$ cat src/rtl/key_onehot_debouncer.sv
// Four-key synchroniser/debouncer feeding a 4:2 encoder with a clean one-hot code and enable.
// An enable is only granted while exactly one key is stably pressed; multi-key presses lock out until all keys release.
module key_onehot_debouncer #(
  parameter int DEBOUNCE_CYCLES = 16,
  parameter int CNT_W           = 5
) (
  input  logic       clk,
  input  logic       rst,
  input  logic [3:0] key,
  output logic [3:0] onehot,
  output logic       en,
  output logic       press,
  output logic       multi_err
);

  typedef enum logic [1:0] {
    S_IDLE  = 2'd0,
    S_HOLD  = 2'd1,
    S_MULTI = 2'd2
  } state_t;

  localparam logic [CNT_W-1:0] CNT_LAST = CNT_W'(DEBOUNCE_CYCLES - 1);

  function automatic logic is_onehot(input logic [3:0] v);
    return (v != 4'd0) && ((v & (v - 4'd1)) == 4'd0);
  endfunction

  function automatic logic is_multi(input logic [3:0] v);
    return (v != 4'd0) && !is_onehot(v);
  endfunction

  logic [3:0]       sync1_q;
  logic [3:0]       sync2_q;
  logic [3:0]       stable_q;
  logic [3:0]       stable_d;
  logic [CNT_W-1:0] cnt_q [4];
  logic [CNT_W-1:0] cnt_d [4];
  state_t           state_q;
  logic [3:0]       onehot_q;
  logic             en_q;
  logic             press_q;
  logic             multi_err_q;

  // A level is accepted only after DEBOUNCE_CYCLES consecutive mismatching samples.
  always_comb begin
    for (int i = 0; i < 4; i++) begin
      stable_d[i] = stable_q[i];
      cnt_d[i]    = cnt_q[i];
      if (sync2_q[i] == stable_q[i]) begin
        cnt_d[i] = '0;
      end else if (cnt_q[i] == CNT_LAST) begin
        stable_d[i] = sync2_q[i];
        cnt_d[i]    = '0;
      end else begin
        cnt_d[i] = cnt_q[i] + CNT_W'(1);
      end
    end
  end

  // Synchroniser, debounce counters and stable levels.
  always_ff @(posedge clk) begin
    if (rst) begin
      sync1_q  <= 4'd0;
      sync2_q  <= 4'd0;
      stable_q <= 4'd0;
      for (int i = 0; i < 4; i++) begin
        cnt_q[i] <= '0;
      end
    end else begin
      sync1_q  <= key;
      sync2_q  <= sync1_q;
      stable_q <= stable_d;
      for (int i = 0; i < 4; i++) begin
        cnt_q[i] <= cnt_d[i];
      end
    end
  end

  // Key-state FSM with outputs registered alongside the state.
  always_ff @(posedge clk) begin
    if (rst) begin
      state_q     <= S_IDLE;
      onehot_q    <= 4'd0;
      en_q        <= 1'b0;
      press_q     <= 1'b0;
      multi_err_q <= 1'b0;
    end else begin
      press_q <= 1'b0;
      case (state_q)
        S_IDLE: begin
          if (is_onehot(stable_q)) begin
            state_q  <= S_HOLD;
            onehot_q <= stable_q;
            en_q     <= 1'b1;
            press_q  <= 1'b1;
          end else if (is_multi(stable_q)) begin
            state_q     <= S_MULTI;
            multi_err_q <= 1'b1;
          end else begin
            state_q <= S_IDLE;
          end
        end
        S_HOLD: begin
          if (stable_q == 4'd0) begin
            state_q  <= S_IDLE;
            onehot_q <= 4'd0;
            en_q     <= 1'b0;
          end else if (is_multi(stable_q)) begin
            state_q     <= S_MULTI;
            onehot_q    <= 4'd0;
            en_q        <= 1'b0;
            multi_err_q <= 1'b1;
          end else if (stable_q != onehot_q) begin
            // release of one key and press of another landed on the same edge
            onehot_q <= stable_q;
            press_q  <= 1'b1;
          end else begin
            state_q <= S_HOLD;
          end
        end
        S_MULTI: begin
          if (stable_q == 4'd0) begin
            state_q     <= S_IDLE;
            multi_err_q <= 1'b0;
          end else begin
            state_q <= S_MULTI;
          end
        end
        default: begin
          state_q     <= S_IDLE;
          onehot_q    <= 4'd0;
          en_q        <= 1'b0;
          multi_err_q <= 1'b0;
        end
      endcase
    end
  end

  assign onehot    = onehot_q;
  assign en        = en_q;
  assign press     = press_q;
  assign multi_err = multi_err_q;

endmodule

$ cat config.mk
export PLATFORM = sky130hd
export DESIGN_NAME = key_onehot_debouncer
export DESIGN_NICKNAME = d
export VERILOG_FILES = /design/src/rtl/key_onehot_debouncer.sv
export SDC_FILE = /design/constraint.sdc
export NUM_CORES = 1
export LEC_CHECK = 0
export BUFFER_PORTS_ARGS = -buffer_cell sky130_fd_sc_hd__buf_2
export CAP_MARGIN = 5
export CORE_MARGIN = 4
export CORE_UTILIZATION = 50
export CTS_CLUSTER_SIZE = 30
export DETAILED_ROUTE_END_ITERATION = 10
export PLACE_DENSITY = 0.68
export RECOVER_POWER = 50
export SKIP_LAST_GASP = 1
export SYNTH_ARGS = -nofsm -noshare
export SYNTH_HDL_FRONTEND = slang
export SYNTH_SLANG_ARGS = --single-unit
$ cat constraint.sdc
create_clock -name clk -period 4.21 [get_ports clk]
set_input_delay 0.6315 -clock clk [delete_from_list [all_inputs] [get_ports clk]]
set_output_delay 0.6315 -clock clk [all_outputs]
set_load 0.05 [all_outputs]
### Yosys cells after proc, flatten, opt, wreduce, memory -nomap -nowiden

Memories as Yosys holds them, arrays and structs flattened.
Cells that the tools add are included.

| word-level totals | value |
|---|---|
| latch bits | 0 |
| word-level logic and storage cells | 100 |
| RAM bits | 20 |
| bits in read-only memories | 0 |
| output and inout port bits | 7 |
| register bits | 21 |
| memories kept | 1 |

Memory list:

| memory | depth | bits a word | rd ports | clocked after Yosys merged registers in | write ports | line | RTL |
|---|---|---|---|---|---|---|---|
| cnt_q | 4 | 5 | 4 | 0 | 4 | 36 | `logic [CNT_W-1:0] cnt_q [4];` |

| cells by class | value |
|---|---|
| add/subtract/negate cells | 5 |
| muxes and demuxes | 41 |
| order comparisons | 0 |
| multiply operators | 0 |
| divide/modulo/power cells | 0 |
| bitwise operators | 10 |
| reductions and logical operators | 14 |
| eq/ne operators | 18 |
| shift operators | 0 |

Operators by type and width:

| cell | number |
|---|---|
| $mux W5 | 12 |
| $add A5 B1 Y5 const B | 4 |
| $eq A5 B4 Y1 const B | 4 |
| $mux W4 | 4 |
| $mux W1 | 14 |
| $mux W2 | 6 |
| $pmux W4 S3 | 1 |
| $reduce_and A3 Y1 | 3 |
| $logic_not A4 Y1 | 2 |
| $ne A2 B2 Y1 const B | 4 |
| $ne A4 B4 Y1 const B | 2 |
| $reduce_and A2 Y1 | 4 |
| $pmux W1 S3 | 2 |
| $pmux W2 S3 | 1 |
| $not A1 Y1 | 5 |
| $and A4 B4 Y4 | 1 |
| $eq A1 B1 Y1 | 4 |
| $ne A4 B4 Y1 | 1 |
| $or A1 B1 Y1 | 4 |
| $reduce_bool A4 Y1 | 1 |
| $sub A4 B1 Y4 const B | 1 |
| $ne A3 B3 Y1 const B | 1 |
| $eq A2 B1 Y1 const B | 1 |
| $eq A2 B2 Y1 const B | 1 |
| other kinds (4) | 5 |

### Depth between registers and ports, before layout

Gate-level depths: netlist of the first run.

| depth | value |
|---|---|
| depth in word-level cells | 9 |
| depth in mapped cells | 6 |
| gate-level depth less buffers | 5 |

### Worst setup path after synthesis of the first run

Ideal clock, no wire load.

| timing | value |
|---|---|
| path kind | register -> register |
| start | reg onehot_q[3] (netlist: onehot[3]) |
| end | reg onehot_q[1] (netlist: onehot[1]) |
| stages on the path, launching flop included | 6 |
| slack | 2710 ps |
| arrival time | 1371 ps |
| required time | 4082 ps |
| cells stage by stage | dfxtp_1 -> xnor2_1 -> and4_1 -> o211ai_1 -> o311ai_1 -> o2bb2ai_1 |

| between the ends | value |
|---|---|
| longest elaborated chain between the ends | 3 |

RTL lines:

| item | line | RTL |
|---|---|---|
| start, declared | 39 | `logic [3:0] onehot_q;` |
| start signal, assigned | 93 | `onehot_q <= stable_q;` |
| start signal, assigned | 115 | `onehot_q <= stable_q;` |
| $ne A4 B4 Y1 | 113 | `end else if (stable_q != onehot_q) begin` |
| $ne A4 B4 Y1 (no source line) | n/a |  |
| $reduce_and A3 Y1 (no source line) | n/a |  |

No other way between the ends.
A chain may end at the register's enable or synchronous reset.

### Worst setup path after layout of the first run

| timing | value |
|---|---|
| start | reg stable_q[0] |
| end | reg onehot_q[0] (netlist: onehot[0]) |

| between the ends | value |
|---|---|
| longest elaborated chain between the ends | 9 |

RTL lines:

| item | line | RTL |
|---|---|---|
| start, declared | 34 | `logic [3:0] stable_q;` |
| start signal, assigned | 72 | `stable_q <= stable_d;` |
| $sub A4 B1 Y4 | 25 | `return (v != 4'd0) && ((v & (v - 4'd1)) == 4'd0);` |
| $and A4 B4 Y4 | 25 |  |
| $logic_not A4 Y1 | 25 |  |
| $logic_and A1 B1 Y1 | 25 |  |
| $logic_not A1 Y1 | 29 | `return (v != 4'd0) && !is_onehot(v);` |
| $logic_and A1 B1 Y1 | 29 |  |
| $mux W4 | 108 | `end else if (is_multi(stable_q)) begin` |
| $mux W4 | 104 | `if (stable_q == 4'd0) begin` |
| $pmux W4 S3 | 89 | `case (state_q)` |

Parallel ways exist; a longest one is shown, timed or not. The select of a mux whose other input is x is not followed.

==> results of run 1 <==
synthesized netlist by cell type:
| master | instances |
|---|---|
| buf_6 | 1 |
| nor4_1 | 1 |
| nor3_1 | 1 |
| buf_4 | 2 |
| o211a_1 | 1 |
| nor4_4 | 1 |
| nand2_1 | 6 |
| o31ai_1 | 3 |
| dfxtp_1 | 41 |
| nand2b_1 | 1 |
| a21oi_1 | 2 |
| nor2b_1 | 8 |
| buf_2 | 1 |
| or3_1 | 4 |
| o211ai_1 | 1 |
| and3_1 | 5 |
| nand3_1 | 4 |
| a211oi_1 | 1 |
| mux2i_1 | 4 |
| maj3_1 | 1 |
| o311ai_1 | 1 |
| and4_1 | 1 |
| o2bb2ai_2 | 1 |
| maj3_2 | 1 |
| a22o_1 | 1 |
| ha_1 | 8 |
| o2bb2ai_1 | 4 |
| inv_4 | 1 |
| xor2_1 | 5 |
| o21bai_2 | 1 |
| clkbuf_1 | 3 |
| xnor2_1 | 12 |
| o21ai_2 | 1 |
| o21ai_0 | 3 |
| nor2_2 | 1 |
| inv_1 | 10 |
| nor2_1 | 27 |
cell families (layout without fill, tap and decap cells):
group | Yosys count | count (layout) | share of synthesized area, %
mux | 4 | 4 | 2.381
simple gates | 60 | 60 | 18.08
fa+ha+maj | 10 | 10 | 7.217
flops | 41 | 41 | 48.81
buf+inv | 18 | 31 | 5.134
compound gates | 20 | 20 | 9.524
xor+xnor | 17 | 17 | 8.854
per-stage QoR:
stage          setup WS, ns  power, mW
2_1_floorplan         2.710     0.4136
3_3_place_gp          2.569     0.4172
5_1_grt               2.117     0.6309
3_5_place_dp          2.522     0.4179
6_report              2.302     0.5964
4_1_cts               2.499     0.6079
layer usage:
metal	wire length, um	global-route usage, %
met5	0	0
met4	51	8.376
met3	109	4.082
met2	1096	22.15
met1	1151	16.60
sequential cells by signal (all words and copies together), names as in the netlist:
register and flops:
cnt_q 20, state_q 2, sync2_q 4, multi_err 1
en 1, press 1, stable_q 4, onehot 4
sync1_q 4
worst reg2reg max path: cells and delay by family (launching register included):
family          cells  cell delay [ns]
flops               1             0.64
compound gates      4             1.06
xor+xnor            1             0.12
area by class of cell:
class                   instances  area share (%)
repair buffers                 12           3.058
inverters                      11           2.432
multi-input cells             111           42.81
clock inverters                 3          0.9729
well taps                      44           3.058
clock buffers                   5           2.085
flip-flops and latches         41           45.59
power breakdown:
group | switching (mW) | total (mW) | internal [mW]
sequential | 0.00214 | 0.395 | 0.393
clock | 0.125 | 0.188 | 0.0630
combinational | 0.00728 | 0.0138 | 0.00656
worst max path at each step:
stage / slack (ns) / endpoint / from
floorplan: 2.71 / onehot[1] / onehot[3]
global placement: 2.57 / onehot[0] / stable_q[3]
global route: 2.12 / onehot[0] / stable_q[2]
finish: 2.30 / onehot[0] / stable_q[0]
CTS: 2.50 / onehot[3] / stable_q[0]
detailed placement: 2.52 / onehot[0] / stable_q[3]
==> impl_metrics.env, run 1 <==
export IMPL_status="completed"
export IMPL_final_cell_mix="41 x dfxtp_1, 27 x nor2_1, 12 x xnor2_1"
export IMPL_core_area_um2=3128
export IMPL_rows=20
export IMPL_syn_nets=184
export IMPL_grt_setup_unrepaired="false"
export IMPL_drcViolationCount=0
export IMPL_cts_buffers_inserted=5
export IMPL_cap_violations=0
export IMPL_cp_max_fo=12
export IMPL_hold_ws_ns=0.4471
export IMPL_first_iter_violations=34
export IMPL_cpMaxStageDelayCell="dfxtp_1"
export IMPL_finClkSkew_ns=0.006557
export IMPL_fin_setup_tns_ns=0
export IMPL_finalCritPeriodShare_pct=45.33
export IMPL_crit_path_max_incr_delay_ns=0.64
export IMPL_seq_area_um2=820.8
export IMPL_port_buffers=12
export IMPL_yosys_warnings=0
export IMPL_initial_utilization_pct=53.76
export IMPL_yosysTopAreaCell="dfxtp_1"
export IMPL_gp_congestion=0.8090
export IMPL_layout_drive_gt1_share_pct=12.02
export IMPL_dp_cells=219
export IMPL_irDropWorstVdd_mv=0.1935
export IMPL_final_area_um2=1800
export IMPL_cts_buffer_depth=2
export IMPL_multi_input_area_um2=770.7
export IMPL_start_kind="flip-flop"
export IMPL_crit_required_ns=4.46
export IMPL_die_w_um=66.00
export IMPL_cp_arrival_ns=2.16
export IMPL_die_area_um2=4355
export IMPL_place_area_um2=1754
export IMPL_io_pins=13
export IMPL_clock_sinks=41
export IMPL_avgSynthCellArea_um2=9.892
export IMPL_routedWlPerCell_um=10.61
export IMPL_grt_usage_pct=13.98
export IMPL_worst_pin_slew_ns=0.8295
export IMPL_synth_top_area_share_pct=48.81
export IMPL_cts_tree="done"
export IMPL_grt_max_degree=22
export IMPL_hp_class="reg -> reg"
export IMPL_cp_num_buf_inv=0
export IMPL_relSlewSlack_pct=44.70
export IMPL_finalNetCount=196
export IMPL_path_clk_slew_ns=0.12
export IMPL_crit_path_end_kind="flip-flop"
export IMPL_layout_commonest_cell="dfxtp_1"
export IMPL_grt_pass1_wl_um=4643
export IMPL_crit_type="reg -> reg"
export IMPL_r2r_slack_ns=2.30
export IMPL_instances_no_fill=227
export IMPL_timing_fmax_ghz=0.5240
export IMPL_insertion_delay_ns=0.34
export IMPL_synthDistinctLibCells=37
export IMPL_setup_viol=0
export IMPL_vias=1139
export IMPL_reg2regPathDepth=5
export IMPL_crit_family="compound AO/OA/AOI/OAI gates"
export IMPL_num_fill_cells=279
export IMPL_cts_hold_buf=0
export IMPL_power_density_nw_per_um2=331.3
export IMPL_r2r_end="onehot[0]"
export IMPL_grt_pass1_vias=1079
export IMPL_h_tree_depth=2
export IMPL_synth_seq_area_share_pct=48.81
export IMPL_dp_hpwl_um=1799
export IMPL_ant_nets=0
export IMPL_ys_top_cells_by_area="dfxtp_1 49%, xnor2_1 6.2%, nor2_1 6.0%, ha_1 6.0%, nor2b_1 3.0%"
export IMPL_wirelength_um=2409
export IMPL_finalHoldViolCount=0
export IMPL_fin_util_pct=57.56
export IMPL_drtPass1Iterations=4
export IMPL_postCtsSetupRepairBufs=0
export IMPL_antenna_found_initial=0
export IMPL_cts_root_buf="clkbuf_4"
export IMPL_diodes=0
export IMPL_die_y_um=66.00
export IMPL_cts_resized_gates=0
export IMPL_rr_startpoint="stable_q[0]"
export IMPL_crit_chain="xor2_1, o211a_1, o21ai_0, o2bb2ai_2, a22o_1"
export IMPL_crit_cells=5
export IMPL_via_per_inst=5.018
export IMPL_grt_overflow_total=0
export IMPL_syn_area_um2=1682
export IMPL_holdPathEnd="sync2_q[3]"
export IMPL_slew_viol_final=0
export IMPL_period_needed_ns=1.908
export IMPL_power_leakage_nw=0.6879
export IMPL_min_path_cells=1
export IMPL_area_growth_pct=7.069
export IMPL_ys_seq_elements=41
export IMPL_min_from="sync1_q[3]"
export IMPL_netlist_instances=170
(Power assumes the default switching activity.)
==> run 2, diff against run 1 <==
ABC_AREA = 1   (was unset)
PLACE_DENSITY = 0.71   (was 0.68)
clock period = 1.7 ns   (was 4.21 ns; I/O delays follow)
==> impl_metrics.env, run 2 <==
export IMPL_final_cell_mix="42 x nor2_1, 41 x dfxtp_1, 33 x inv_1"
export IMPL_power_leakage_nw=0.8236
export IMPL_syn_area_um2=1814
export IMPL_yosysTopAreaCell="dfxtp_1"
export IMPL_grt_overflow_total=0
export IMPL_irDropWorstVdd_mv=0.5504
export IMPL_seqPwrFrac_pct=58.5
export IMPL_rows=21
export IMPL_synth_most_common_cell="nor2_1"
export IMPL_finalCritPeriodShare_pct=90.98
export IMPL_largest_reg_flops=20
export IMPL_via_per_inst=4.758
export IMPL_routedWlPerCell_um=9.347
export IMPL_ys_seq_elements=41
export IMPL_die_w_um=68.24
export IMPL_synth_seq_area_share_pct=45.24
export IMPL_crit_required_ns=1.99
export IMPL_io_pins=13
export IMPL_start_kind="flip-flop"
export IMPL_die_area_um2=4656
export IMPL_wirelength_um=2664
export IMPL_finClkSkew_ns=0.01011
export IMPL_synth_compound_area_share_pct=10.83
export IMPL_num_fill_cells=329
export IMPL_syn_nets=235
export IMPL_synth_edf_count=0
export IMPL_status="completed"
export IMPL_synth_fa_ha_area_share_pct=5.517
export IMPL_cts_tree="done"
export IMPL_synth_common_cells="42 x nor2_1, 41 x dfxtp_1, 33 x inv_1"
export IMPL_die_y_um=68.24
export IMPL_netSwitchingPower_mw=0.3319
export IMPL_grt_max_degree=14
export IMPL_ant_nets=0
export IMPL_slew_viol_final=0
export IMPL_timing_fmax_ghz=0.6466
export IMPL_avgSynthCellArea_um2=8.209
export IMPL_p_comb_share_pct=2.3
export IMPL_synth_xor_area_share_pct=0.9655
export IMPL_cap_violations=0
export IMPL_synthMuxAreaShare_pct=0
export IMPL_dp_cells=275
export IMPL_grt_usage_pct=13.33
export IMPL_grt_pass1_wl_um=4581
export IMPL_layout_drive_gt1_share_pct=10.46
export IMPL_worst_pin_slew_ns=0.5934
export IMPL_finalNetCount=252
export IMPL_ys_top_cells_by_area="dfxtp_1 45%, nor2_1 8.7%, inv_1 6.8%, ha_1 5.5%, a21oi_1 5.2%"
export IMPL_setup_viol=0
export IMPL_dp_hpwl_um=1926
export IMPL_fin_setup_tns_ns=0
export IMPL_area_growth_pct=8.207
export IMPL_core_area_um2=3416
export IMPL_power_frac_clock_pct=39.2
export IMPL_power_density_nw_per_um2=850.8
export IMPL_first_iter_violations=87
export IMPL_cts_buffer_depth=2
export IMPL_p_int_mw=1.338
export IMPL_layout_commonest_cell="nor2_1"
export IMPL_diodes=0
export IMPL_gp_congestion=0.7828
export IMPL_synthArstFlopShare_pct=0
export IMPL_clock_sinks=41
export IMPL_drtPass1Iterations=4
export IMPL_grt_setup_unrepaired="false"
export IMPL_switching_share_pct=19.87
export IMPL_port_buffers=12
export IMPL_cts_buffers_inserted=5
export IMPL_hp_class="in -> reg"
export IMPL_netlist_instances=221
export IMPL_largest_register="cnt_q"
export IMPL_synthSimpleGateAreaFrac_pct=27.10
export IMPL_synth_top_family_by_area="simple AND/OR/NAND/NOR gates"
export IMPL_crit_path_end_kind="flip-flop"
export IMPL_h_tree_depth=2
export IMPL_synth_top_area_share_pct=45.24
export IMPL_path_clk_slew_ns=0.11
export IMPL_antenna_found_initial=0
export IMPL_yosys_warnings=0
export IMPL_insertion_delay_ns=0.35
export IMPL_vias=1356
export IMPL_cp_max_fo=5
export IMPL_cp_arrival_ns=1.84
export IMPL_cts_root_buf="clkbuf_4"
export IMPL_crit_type="reg -> reg"
export IMPL_ys_flop_type="dfxtp_1"
export IMPL_initial_utilization_pct=53.11
export IMPL_synthDistinctLibCells=22
export IMPL_relSlewSlack_pct=60.61
export IMPL_period_needed_ns=1.547
export IMPL_grt_pass1_vias=1136
export IMPL_drcViolationCount=0
export IMPL_finalHoldViolCount=0
export IMPL_instances_no_fill=285
run 2: cell types whose count changed in the layout (fill, tap and decap cells not counted), moves of 8 or more:
| cell | before | now |
|---|---|---|
| nor2_1 | 27 | 42 |
| inv_1 | 10 | 33 |
| nand2_1 | 6 | 24 |
| a21oi_1 | 2 | 19 |
| nor2b_1 | 8 | 0 |
| nand3_1 | 4 | 13 |
| xnor2_1 | 12 | 2 |
run 2: cell families after synthesis:
logic type	Yosys count
AOI/OAI and AO/OA	35
xor gates and xnor gates	2
adders and majority gates	8
buffers and inverters	41
DFF	41
and+or+nand+nor	94
run 2: power groups by stage:
| stage | Sequential [mW] | Clock (mW) | Combinational [mW] |
|---|---|---|---|
| final | 0.978 | 0.655 | 0.0377 |
| after global routing | 0.980 | 0.716 | 0.0440 |
| after CTS | 0.978 | 0.677 | 0.0382 |
| after detailed placement | 1.00 | 0 | 0.0379 |
| after global placement | 0.999 | 0 | 0.0370 |
| after floorplan | 0.999 | 0 | 0.0256 |
run 2: worst max-delay path, cell delays in order, from the launching register on:
cell	delay, ns
dfxtp_1	0.34
ha_1	0.21
nand2_1	0.08
nor2_1	0.05
ha_1	0.21
a21oi_1	0.12
o211ai_1	0.17
o21bai_1	0.21
a21oi_1	0.10
run 2: per-layer routing:
layer / global-route usage (%) / vias up / wire length (um)
met5: 0 / - / 0
met4: 8.189 / 0 / 76
met3: 3.941 / 8 / 108
met2: 20.70 / 16 / 1124
met1: 16.11 / 596 / 1354
li1: - / 736 / -
run 2: worst paths after layout:
check	to	cells past startpoint	startpoint	slack, ns
hold / removal	sync1_q[0]	3	key[0]	0.10
hold reg to reg	sync2_q[0]	2	sync1_q[0]	0.41
setup reg to reg	cnt_q[2][3]	8	cnt_q[2][0]	0.15
setup / recovery	cnt_q[2][3]	8	cnt_q[2][0]	0.15
run 2: final cells by class:
cell class	instances	area [um2]	share of cell area, %
sequential	41	820.8	41.81
clock buffer	7	55.05	2.804
inverter	35	131.4	6.692
timing repair buffer	16	77.57	3.952
clock inverter	1	30.03	1.530
tap	46	57.56	2.932
multi-input combinational	139	790.8	40.28
run 2: what timing repair did:
action,CTS,global route
resized for setup,0,0
hold buffers,0,0
buffers inserted,0,2
endpoints found under the setup margin,0,1
run 2: stage by stage:
stage / setup slack, ns / hold slack, ns / util (%) / total power [mW] / cell area (um2)
after floorplan: 0.2690 / 0.3241 / - / 1.024 / 1814
after CTS: 0.1329 / 0.08368 / 57.84 / 1.693 / 1976
final: 0.1534 / 0.1024 / 57.47 / 1.670 / 1963
after global routing: 0.004995 / 0.09381 / 57.47 / 1.739 / 1963
after global placement: 0.1693 / 0.3915 / 55.35 / 1.036 / 1891
after detailed placement: 0.1602 / 0.3948 / 55.35 / 1.037 / 1891
==> run 3, diff against run 2 <==
--- a/config.mk
+++ b/config.mk
@@ -10,3 +10,2 @@
 export CAP_MARGIN = 5
-export CORE_MARGIN = 4
 export CORE_UTILIZATION = 50
==> constraint.sdc (replaced) <==
create_clock -name clk -period 1.7 [get_ports clk]
set_input_delay 0.17 -clock clk [delete_from_list [all_inputs] [get_ports clk]]
set_output_delay 0.17 -clock clk [all_outputs]
set_load 0.05 [all_outputs]
==> impl_metrics.env, run 3 (same netlist as run 2, synthesis figures left out) <==
export IMPL_path_clk_slew_ns=0.12
export IMPL_fin_setup_tns_ns=0
export IMPL_die_area_um2=3873
export IMPL_status="completed"
export IMPL_grt_max_degree=14
export IMPL_reg2regPathDepth=8
export IMPL_period_needed_ns=1.528
export IMPL_initial_utilization_pct=53.11
export IMPL_slew_viol_final=0
export IMPL_port_buffers=12
export IMPL_irDropWorstVdd_mv=0.4808
export IMPL_power_density_nw_per_um2=784.8
export IMPL_r2r_slack_ns=0.17
export IMPL_area_growth_pct=11.79
export IMPL_hp_class="in -> reg"
export IMPL_drtPass1Iterations=4
export IMPL_multi_input_area_um2=809.5
export IMPL_grt_setup_unrepaired="true"
export IMPL_die_w_um=62.24
export IMPL_layout_commonest_cell="nor2_1"
export IMPL_crit_path_max_incr_delay_ns=0.35
export IMPL_largest_register="cnt_q"
export IMPL_r2r_end="cnt_q[1][3]"
export IMPL_grt_pass1_vias=1212
export IMPL_start_kind="flip-flop"
export IMPL_crit_required_ns=1.99
export IMPL_crit_path_end_kind="flip-flop"
export IMPL_core_area_um2=3416
export IMPL_drcViolationCount=0
export IMPL_clock_sinks=41
export IMPL_diodes=0
export IMPL_insertion_delay_ns=0.34
export IMPL_routedWlPerCell_um=9.691
export IMPL_ant_nets=0
export IMPL_antenna_found_initial=0
export IMPL_cts_tree="done"
export IMPL_min_path_cells=3
export IMPL_timing_fmax_ghz=0.6544
export IMPL_cts_root_buf="clkbuf_4"
export IMPL_largest_reg_flops=20
export IMPL_cp_max_fo=5
export IMPL_cp_arrival_ns=1.82
export IMPL_final_area_um2=2028
export IMPL_worst_pin_slew_ns=0.5922
export IMPL_vias=1381
export IMPL_cts_buffers_inserted=5
export IMPL_cpMaxStageDelayCell="dfxtp_2"
export IMPL_via_per_inst=4.746
export IMPL_num_fill_cells=330
export IMPL_wirelength_um=2820
export IMPL_grt_usage_pct=16.15
export IMPL_cap_violations=0
export IMPL_rr_startpoint="cnt_q[1][0]"
export IMPL_finalNetCount=258
export IMPL_finClkSkew_ns=0.004801
export IMPL_min_from="key[2]"
export IMPL_gp_congestion=0.7450
export IMPL_h_tree_depth=2
export IMPL_holdPathEnd="sync1_q[2]"
export IMPL_grt_pass1_wl_um=5030
export IMPL_io_pins=13
export IMPL_cts_buffer_depth=2
export IMPL_rows=21
export IMPL_final_cell_mix="42 x nor2_1, 40 x dfxtp_1, 33 x inv_1"
export IMPL_dp_hpwl_um=1951
export IMPL_total_power_mw=1.592
export IMPL_relSlewSlack_pct=60.69
export IMPL_first_iter_violations=60
export IMPL_place_area_um2=1891
export IMPL_setup_viol=0
export IMPL_grt_overflow_total=0
export IMPL_finalHoldViolCount=0
export IMPL_power_leakage_nw=0.8516
export IMPL_crit_chain="ha_1, nand2_1, nor2_1, ha_1, a21oi_2, o211ai_1, o21bai_1, a21oi_1"
export IMPL_layout_drive_gt1_share_pct=13.88
export IMPL_seq_area_um2=822.0
export IMPL_die_y_um=62.24
export IMPL_crit_type="reg -> reg"
export IMPL_path_common_cell="ha_1"
export IMPL_finalCritPeriodShare_pct=89.89
run 3: changes by cell type in the layout (fill, tap and decap cells not counted), sizes merged:
cell | previous run | this run
buf | 8 | 12
bufinv | 1 | 0
clkbuf | 15 | 14
dlygate4sd3 | 0 | 3
inv | 35 | 36
run 3: worst max-delay path by stage:
stage | from | slack (ns) | end | cells past startpoint
finish | cnt_q[1][0] | 0.17 | cnt_q[1][3] | 8
global route | cnt_q[0][0] | -0.05 | cnt_q[0][3] | 8
CTS | cnt_q[2][0] | 0.14 | cnt_q[2][3] | 8
detailed placement | cnt_q[0][0] | 0.16 | cnt_q[0][3] | 8
global placement | cnt_q[2][0] | 0.17 | cnt_q[2][3] | 8
floorplan | onehot[2] | 0.27 | onehot[2] | 6
run 3: critical path, delay by kind of cell (launching register included):
kind / cells / cell delay, ns
fa+ha+maj: 2 / 0.41
simple gates: 2 / 0.11
compound gates: 4 / 0.61
flops: 1 / 0.35
run 3: where the power goes:
group | switching (mW) | internal (mW) | total (mW)
sequential | 0.00613 | 0.972 | 0.978
clock | 0.318 | 0.248 | 0.566
combinational | 0.0244 | 0.0229 | 0.0473
run 3: layer usage:
metal	vias up	track usage, %	wire [um]
li1	744	-	-
met1	611	20.25	1375
met2	19	25.96	1310
met3	7	4.412	88
met4	0	6.977	46
met5	-	0	0
run 3: what timing repair did:
action / in CTS / in global routing
endpoints found under the setup margin: 0 / 4
hold buffers: 1 / 2
resized for setup: 0 / 2
setup buffers: 0 / 5
hold endpoints to repair: 1 / 2
run 3: area by class of cell:
type | instances | share of cell area [%]
Timing Repair Buffer | 22 | 6.601
Sequential cell | 41 | 40.53
Clock inverter | 1 | 0.4318
Inverter | 35 | 6.477
Multi-Input combinational cell | 139 | 39.91
Clock buffer | 7 | 3.208
Tap cell | 46 | 2.838
run 3: per-stage QoR:
step | hold slack (ns) | utilization (%) | worst slack (ns) | std cells
global placement | 0.3725 | 55.35 | 0.1695 | 275
floorplan | 0.2391 | - | 0.2690 | 221
global route | 0.008535 | 59.38 | -0.04671 | 291
detailed placement | 0.3760 | 55.35 | 0.1587 | 275
finish | 0.01492 | 59.38 | 0.1718 | 291
CTS | 0.0002490 | 57.80 | 0.1392 | 284
